## config.mk

```make
export PLATFORM = sky130hd
export DESIGN_NAME = debounce_filter
export DESIGN_NICKNAME = d
export VERILOG_FILES = /design/src/rtl/debounce_pkg.sv /design/src/rtl/debounce_channel.sv /design/src/rtl/debounce_filter.sv
export SDC_FILE = /design/constraint.sdc
export NUM_CORES = 1
export LEC_CHECK = 0
export CAP_MARGIN = 25
export CELL_PAD_IN_SITES_DETAIL_PLACEMENT = 1
export CELL_PAD_IN_SITES_GLOBAL_PLACEMENT = 1
export CORE_UTILIZATION = 25
export DETAILED_ROUTE_END_ITERATION = 8
export PLACE_DENSITY = 0.62
export REMOVE_ABC_BUFFERS = 1
export SYNTH_ARGS = -nofsm -noshare
export SYNTH_HDL_FRONTEND = slang
export SYNTH_SLANG_ARGS = --single-unit
```

## constraint.sdc

```tcl
create_clock -name clk -period 1.8 [get_ports clk]
set_clock_uncertainty 0.2 [all_clocks]
set_input_delay 0.54 -clock clk [delete_from_list [all_inputs] [get_ports clk]]
set_output_delay 0.54 -clock clk [all_outputs]
set_load 0.05 [all_outputs]
```

## src/rtl/debounce_pkg.sv

```systemverilog
// Shared types and helpers for the debounce_filter input conditioner.
package debounce_pkg;

  typedef enum logic [1:0] {
    IDLE_LOW  = 2'd0,
    WAIT_HIGH = 2'd1,
    IDLE_HIGH = 2'd2,
    WAIT_LOW  = 2'd3
  } state_t;

  // Width of a counter that must be able to hold the value n.
  function automatic int cnt_width(input int n);
    return $clog2(n + 1);
  endfunction

endpackage

```

## src/rtl/debounce_channel.sv

```systemverilog
// One debounce channel: synchroniser, stability FSM and, when DEBOUNCE_LONG_PRESS_EN
// is defined, a long-press hold counter.
module debounce_channel
  import debounce_pkg::*;
#(
  parameter int SYNC_STAGES   = 2,
  parameter int STABLE_CYCLES = 4,
  parameter int LONG_CYCLES   = 16
) (
  input  logic clk,
  input  logic rst,
  input  logic din,
  output logic level,
  output logic rise,
  output logic fall,
  output logic long_press
);

  localparam int CW = cnt_width(STABLE_CYCLES);
  localparam logic [CW-1:0] CNT_LAST = CW'(STABLE_CYCLES - 1);

  logic [SYNC_STAGES-1:0] sync;
  logic                   s;
  state_t                 state;
  logic [CW-1:0]          cnt;

  assign s = sync[SYNC_STAGES-1];

  always_ff @(posedge clk or posedge rst) begin
    if (rst) sync <= '0;
    else     sync <= {sync[SYNC_STAGES-2:0], din};
  end

  // cnt holds the number of consecutive samples seen at the candidate level.
  always_ff @(posedge clk or posedge rst) begin
    if (rst) begin
      state <= IDLE_LOW;
      cnt   <= '0;
      level <= 1'b0;
      rise  <= 1'b0;
      fall  <= 1'b0;
    end else begin
      rise <= 1'b0;
      fall <= 1'b0;
      case (state)
        IDLE_LOW: begin
          if (s) begin
            if (STABLE_CYCLES == 1) begin
              state <= IDLE_HIGH;
              level <= 1'b1;
              rise  <= 1'b1;
              cnt   <= '0;
            end else begin
              state <= WAIT_HIGH;
              cnt   <= CW'(1);
            end
          end
        end
        WAIT_HIGH: begin
          if (!s) begin
            state <= IDLE_LOW;
            cnt   <= '0;
          end else if (cnt == CNT_LAST) begin
            state <= IDLE_HIGH;
            level <= 1'b1;
            rise  <= 1'b1;
            cnt   <= '0;
          end else begin
            cnt <= cnt + CW'(1);
          end
        end
        IDLE_HIGH: begin
          if (!s) begin
            if (STABLE_CYCLES == 1) begin
              state <= IDLE_LOW;
              level <= 1'b0;
              fall  <= 1'b1;
              cnt   <= '0;
            end else begin
              state <= WAIT_LOW;
              cnt   <= CW'(1);
            end
          end
        end
        WAIT_LOW: begin
          if (s) begin
            state <= IDLE_HIGH;
            cnt   <= '0;
          end else if (cnt == CNT_LAST) begin
            state <= IDLE_LOW;
            level <= 1'b0;
            fall  <= 1'b1;
            cnt   <= '0;
          end else begin
            cnt <= cnt + CW'(1);
          end
        end
        default: begin
          state <= IDLE_LOW;
          cnt   <= '0;
          level <= 1'b0;
        end
      endcase
    end
  end

`ifdef DEBOUNCE_LONG_PRESS_EN
  localparam int HW = cnt_width(LONG_CYCLES);
  localparam logic [HW-1:0] HOLD_LAST = HW'(LONG_CYCLES - 1);
  localparam logic [HW-1:0] HOLD_MAX  = HW'(LONG_CYCLES);

  logic          accept_low;
  logic [HW-1:0] hold;

  // The edge that produces fall must neither count nor fire a long press.
  assign accept_low = ((state == WAIT_LOW) && !s && (cnt == CNT_LAST)) ||
                      ((STABLE_CYCLES == 1) && (state == IDLE_HIGH) && !s);

  always_ff @(posedge clk or posedge rst) begin
    if (rst) begin
      hold       <= '0;
      long_press <= 1'b0;
    end else begin
      long_press <= 1'b0;
      if (!level || accept_low) begin
        hold <= '0;
      end else if (hold != HOLD_MAX) begin
        hold       <= hold + HW'(1);
        long_press <= (hold == HOLD_LAST);
      end
    end
  end
`else
  assign long_press = 1'b0;
`endif

endmodule

```

## src/rtl/debounce_filter.sv

```systemverilog
// Multi-channel debounce filter; long-press pulses are built only when
// DEBOUNCE_LONG_PRESS_EN is defined.
module debounce_filter
  import debounce_pkg::*;
#(
  parameter int CHANNELS      = 1,
  parameter int SYNC_STAGES   = 2,
  parameter int STABLE_CYCLES = 4,
  parameter int LONG_CYCLES   = 16
) (
  input  logic                clk,
  input  logic                rst,
  input  logic [CHANNELS-1:0] din,
  output logic [CHANNELS-1:0] level,
  output logic [CHANNELS-1:0] rise,
  output logic [CHANNELS-1:0] fall,
  output logic [CHANNELS-1:0] long_press
);

  for (genvar i = 0; i < CHANNELS; i++) begin : g_ch
    debounce_channel #(
      .SYNC_STAGES  (SYNC_STAGES),
      .STABLE_CYCLES(STABLE_CYCLES),
      .LONG_CYCLES  (LONG_CYCLES)
    ) u_ch (
      .clk       (clk),
      .rst       (rst),
      .din       (din[i]),
      .level     (level[i]),
      .rise      (rise[i]),
      .fall      (fall[i]),
      .long_press(long_press[i])
    );
  end

endmodule

```

==> results of run 1 <==
[power by group]
part	internal (W)	total, W	switching (W)
combinational	0.0000800	0.000170	0.0000901
clock	0.000123	0.000200	0.0000771
sequential	0.000271	0.000328	0.0000570
total	0.000474	0.000698	0.000224
[cells by family after synthesis]
logic type,count (synthesis)
AO/OA/AOI/OAI,7
XOR/XNOR,1
adder cells (fa/ha/maj),1
buffers and inverters,3
flip-flops,10
other,1
AND/OR/NAND/NOR,12
[metal layers]
layer  vias up  routed length (um)  GRT usage, %
li1        130                   -             -
met1       140                 311          10.7
met2         7                 454          19.4
met3         2                  32          6.47
met4         0                  12          7.50
met5         -                   0             0
[worst max path at each step]
| stage | from | endpoint | slack, ns |
|---|---|---|---|
| floorplan | g_ch[0].u_ch.level | level | 0.45 |
| global route | g_ch[0].u_ch.level | level | 0.17 |
| global placement | g_ch[0].u_ch.cnt[0] | g_ch[0].u_ch.level | 0.47 |
| finish | g_ch[0].u_ch.level | level | 0.19 |
| detailed placement | g_ch[0].u_ch.cnt[0] | g_ch[0].u_ch.level | 0.35 |
| CTS | g_ch[0].u_ch.level | level | 0.17 |
[metrics by stage]
step	utilization, %	hold slack (ns)	power, W	setup WS (ns)	cells
6_report	35.5	0.160	0.000698	0.193	59
5_1_grt	35.5	0.173	0.000745	0.166	59
3_3_place_gp	33.1	0.134	0.000480	0.473	55
2_1_floorplan	-	0.131	0.000437	0.449	34
3_5_place_dp	33.1	0.140	0.000502	0.352	55
4_1_cts	35.5	0.167	0.000711	0.174	59
[cell usage in the layout, fill, tap and decap left out]
master / count
dfrtp_1: 10
nor2_1: 3
nand2_1: 3
o21ai_0: 3
clkbuf_4: 3
buf_12: 3
inv_1: 2
a21oi_1: 2
clkdlybuf4s50_1: 2
xor2_2: 1
and3_1: 1
o21a_1: 1
and3b_1: 1
nand3b_1: 1
nor3b_1: 1
nand2b_1: 1
o2111ai_1: 1
and2_2: 1
ha_1: 1
conb_1: 1
clkbuf_8: 1
[sequential cells by signal, indices dropped and copies added, names as in the netlist, named ones only]
signal and cells:
g_ch.u_ch.state 1, g_ch.u_ch.fall 1, g_ch.u_ch.rise 1, g_ch.u_ch.level 1, g_ch.u_ch.sync 2, g_ch.u_ch.cnt 3
[layout make-up]
class	instances	area share, %
Sequential cell	10	46.8
Multi-Input combinational cell	22	26.2
Timing Repair Buffer	5	15.0
Clock buffer	4	6.79
Tap cell	16	3.75
Inverter	2	1.41
==> impl_metrics.ini, run 1 <==
[critical_path]
end_kind = output pin
critical-path-top-delay-family = flip-flops
r2r_setup_slack_ns = 0.37
worst-path-buf-inv = 1
crit_chain = buf_12
cp_max_fo = 3
r2r_cells = 4
cp_num_cells = 1
criticalPathCategory = reg2out
worstReg2RegEnd = g_ch[0].u_ch.level
required_ns = 1.06
start_kind = flop
cp.arrival_ns = 0.87
slowest_delay_ns = 0.43
cpMaxStageDelayCell = dfrtp_1
r2r_start = g_ch[0].u_ch.cnt[0]

[die]
die_area_um2 = 1790
coreArea_um2 = 1510
start_util_pct = 26.9
fp-row-count = 14
fp.dieW_um = 42.3
die_h_um = 42.3
ios = 7

[cts]
post_cts_buffers = 0
cts_buffer_depth = 2
cts.repair.resized = 0
h-tree-depth = 1
clk_latency_ns = 0.27
root_buffer = clkbuf_4
cts_tree = done
path_clk_slew_ns = 0.07
hold_buffers = 0
cts.sinks = 10
cts_buffers = 3

[min_path]
hold_class = reg2reg
hold_depth = 0
hold_path_end = g_ch[0].u_ch.sync[1]
hp-start = g_ch[0].u_ch.sync[0]

[routing]
drtIter0Drc = 5
num_vias = 279
via_per_inst = 4.73
drc_errors = 0
firstDrtPassIters = 2
ant_nets = 0
routed_wl_um = 810
wl_per_cell_um = 13.7

[yosys]
syn_area_um2 = 405
yosysTopAreaCellShare_pct = 61.7
ys.flop_type = dfrtp_1
synth_top_family_by_area = simple AND/OR/NAND/NOR gates
synth_top_area_cell = dfrtp_1
synthXorXnorAreaFrac_pct = 4.01
synth-compound-area-share_pct = 10.2
synth_cell_type_count = 18
ys_top_cells_by_count = dfrtp_1 (10), nand2_1 (3), nor2_1 (3), o21ai_0 (3)
synth_adder_area_share_pct = 3.09
synth.avg_cell_area_um2 = 11.6
synth_simple_gate_area_share_pct = 16.4
synth_edf_count = 0
syn_inst = 35
synth_seq_area_share_pct = 61.7
ys_warn_count = 0
synth_seq_cells = 10
synthMuxAreaShare_pct = 0
yosysMostFrequentCell = dfrtp_1
synth.top_cells.by_area = dfrtp_1 (62%), xor2_2 (4.0%), o21ai_0 (3.7%)
async_reset_ff_share_pct = 100

[global_routing]
grt_pass1_wl_mm = 1.40
grt_overflow = 0
grt_pass1_vias = 308
groute.usage.overall_pct = 11.6
antenna_found_initial = 0
grt_max_degree = 11

[pwr]
vdd_ir_drop_max_v = 0.000825
leakage_nw = 0.247
power_density_nw_per_um2 = 1310

[sta]
min_period_ns = 1.61
rsz0062_at_grt = no
drv_slew = 0
timing.final.crit_share_pct = 89.3
finalHoldViolCount = 0
setup_tns_ns = 0
setup_viol = 0
max_freq_mhz = 622

[finish]
fin_area_um2 = 534
drive_gt1_share_pct = 20.9
n_antenna_cell = 0
seq_area_um2 = 250
synthToLayoutAreaGrowth_pct = 31.8
fillers = 171
nNetsFinal = 48
multiInputGateArea_um2 = 140

[run_status]
outcome = completed

[placement]
port_buffers = 5
placed_cell_area_um2 = 498
gp_congestion = 0.666
hpwlAfterDp_um = 627

[flow_run]
timing.max_cap.violations = 0
Note: power is estimated with default switching activity, not from simulation.
==> run 2, diff against run 1 <==
CAP_MARGIN = 0   (was 25)
==> results of run 2 <==
Same layout as run 1: the final DEF is identical, and so are final timing and power.
==> run 3, diff against run 2 <==
SYNTH_HIERARCHICAL = 1   (was not set)
==> run 3 against run 2 <==
- sequential share of layout area is the same
- critical endpoint unchanged
- sequential power barely moved
- setup slack improved by 0.014 ns
- hold slack lost 0.0079 ns
- clock power is 28% lower
- first-iteration DRC count down 80%
- count of clock-buffer cells in the layout is 1 lower
- cell count stayed put
- total power is 2.4% lower
- wire length shrank 2.7%
- register-to-register slack worse by 0.06 ns
- via count up 1.8%
==> impl_metrics.ini, run 3 <==
[yosys]
synth_seq_cells = 10
async_reset_ff_share_pct = 100
synth_top_area_cell = dfrtp_1
synth.avg_cell_area_um2 = 11.6
yosysMostFrequentCell = dfrtp_1
synth_seq_area_share_pct = 59.7
syn_area_um2 = 419
ys_warn_count = 6
synth_cell_type_count = 19
synth.top_cells.by_area = dfrtp_1 (60%), o32ai_2 (3.9%), xor2_2 (3.9%)
syn_inst = 36
yosysTopAreaCellShare_pct = 59.7
ys.flop_type = dfrtp_1
synth_edf_count = 0
ys_top_cells_by_count = dfrtp_1 (10), nand2_1 (4), inv_1 (3)

[cts]
hold_buffers = 0
cts_buffer_depth = 2
cts_buffers = 3
cts.repair.resized = 0
h-tree-depth = 1
post_cts_buffers = 0
root_buffer = clkbuf_4
clk_latency_ns = 0.25
cts.sinks = 10
cts_tree = done
path_clk_slew_ns = 0.06

[routing]
drc_errors = 0
firstDrtPassIters = 2
wl_per_cell_um = 13.4
via_per_inst = 4.81
num_vias = 284
ant_nets = 0
drtIter0Drc = 1
routed_wl_um = 788

[run_status]
outcome = completed

[critical_path]
r2r_start = g_ch[0].u_ch/cnt[0]
required_ns = 1.06
criticalPathCategory = reg2out
worst-path-buf-inv = 1
crit_chain = buf_12
crit_end = level
start_kind = flop
r2r_setup_slack_ns = 0.31
worstReg2RegEnd = g_ch[0].u_ch/level
cpMaxStageDelayCell = dfrtp_1
cp.arrival_ns = 0.85
cp_num_cells = 1
critical-path-top-delay-family = flip-flops
slowest_delay_ns = 0.43
r2r_cells = 4
end_kind = output pin
cp_max_fo = 3
cp-startpoint = g_ch[0].u_ch/level

[sta]
setup_viol = 0
timing.final.crit_share_pct = 88.5
worst_slack_ns = 0.207
min_period_ns = 1.59
setup_tns_ns = 0
rsz0062_at_grt = no
max_freq_mhz = 628
finalHoldViolCount = 0
drv_slew = 0

[finish]
n_antenna_cell = 0
final_cell_mix = dfrtp_1 (10), nand2_1 (4), clkbuf_4 (3), inv_1 (3), buf_12 (3)
seq_area_um2 = 250
multiInputGateArea_um2 = 150
synthToLayoutAreaGrowth_pct = 27.5
regMostFlops = g_ch.u_ch/cnt
drive_gt1_share_pct = 20.9
nNetsFinal = 49
mostFrequentLayoutCell = dfrtp_1
reg_top3 = g_ch.u_ch/cnt (3), g_ch.u_ch/sync (2)
final_cells = 59
largest_reg_flops = 3
fillers = 181
fin_area_um2 = 534

[die]
ios = 7
coreArea_um2 = 1540
die_h_um = 42.9
die_area_um2 = 1840
fp-row-count = 14
fp.dieW_um = 42.9
start_util_pct = 27.2

[global_routing]
antenna_found_initial = 0
groute.usage.overall_pct = 10.8
grt_pass1_wl_mm = 1.41
grt_max_degree = 11
grt_pass1_vias = 325
grt_overflow = 0

[pwr]
vdd_ir_drop_max_v = 0.000523
power_density_nw_per_um2 = 1270
leakage_nw = 0.253

[placement]
placed_cell_area_um2 = 512
dp_slack_ns = 0.348
hpwlAfterDp_um = 629
dp.cells = 56
port_buffers = 5
gp_congestion = 0.655

[flow_run]
timing.max_cap.violations = 0

[min_path]
hold_class = reg2reg
hold_depth = 0
run 3: cell type report:
type / count / area share (%)
clock buffer: 3 / 4.22
inverter: 3 / 2.11
multi-input combinational: 22 / 28.1
sequential: 10 / 46.8
tap: 16 / 3.75
timing repair buffer: 5 / 15.0
run 3: stage by stage:
stage                     total power [W]  utilization, %  hold slack, ns
after floorplan                  0.000475               -           0.131
after global placement           0.000519            33.2           0.139
after detailed placement         0.000544            33.2           0.143
after CTS                        0.000691            34.7           0.156
after global routing             0.000728            34.7           0.159
final                            0.000681            34.7           0.152
run 3: report_power, final:
group	total [W]	switching, W	internal [W]	leakage [nW]
Sequential	0.000328	0.0000569	0.000271	0.123
Clock	0.000143	0.0000667	0.0000767	0.0138
Combinational	0.000210	0.000112	0.0000981	0.116
Total	0.000681	0.000235	0.000446	0.253
run 3: worst min path at each step:
| stage | from | end | slack, ns |
|---|---|---|---|
| 2_1_floorplan | g_ch[0].u_ch/sync[0] | g_ch[0].u_ch/sync[1] | 0.13 |
| 3_3_place_gp | g_ch[0].u_ch/sync[0] | g_ch[0].u_ch/sync[1] | 0.14 |
| 3_5_place_dp | g_ch[0].u_ch/sync[0] | g_ch[0].u_ch/sync[1] | 0.14 |
| 4_1_cts | g_ch[0].u_ch/sync[0] | g_ch[0].u_ch/sync[1] | 0.16 |
| 5_1_grt | g_ch[0].u_ch/sync[0] | g_ch[0].u_ch/sync[1] | 0.16 |
| 6_report | g_ch[0].u_ch/sync[0] | g_ch[0].u_ch/sync[1] | 0.15 |
run 3: cells by family after synthesis:
kind of cell	Yosys count	synth area share, %
simple gates	13	16.4
flops	10	59.7
compound gates	6	11.6
buf+inv	4	4.48
xor+xnor	1	3.88
fa+ha+maj	1	2.98
other cells	1	0.895
run 3: per-layer routing:
| metal | global-route usage, % | up-vias | routed length (um) |
|---|---|---|---|
| met5 | 0 | - | 0 |
| met4 | 9.09 | 0 | 8 |
| met3 | 1.28 | 2 | 16 |
| met2 | 17.9 | 4 | 431 |
| met1 | 12.1 | 146 | 331 |
| li1 | - | 132 | - |
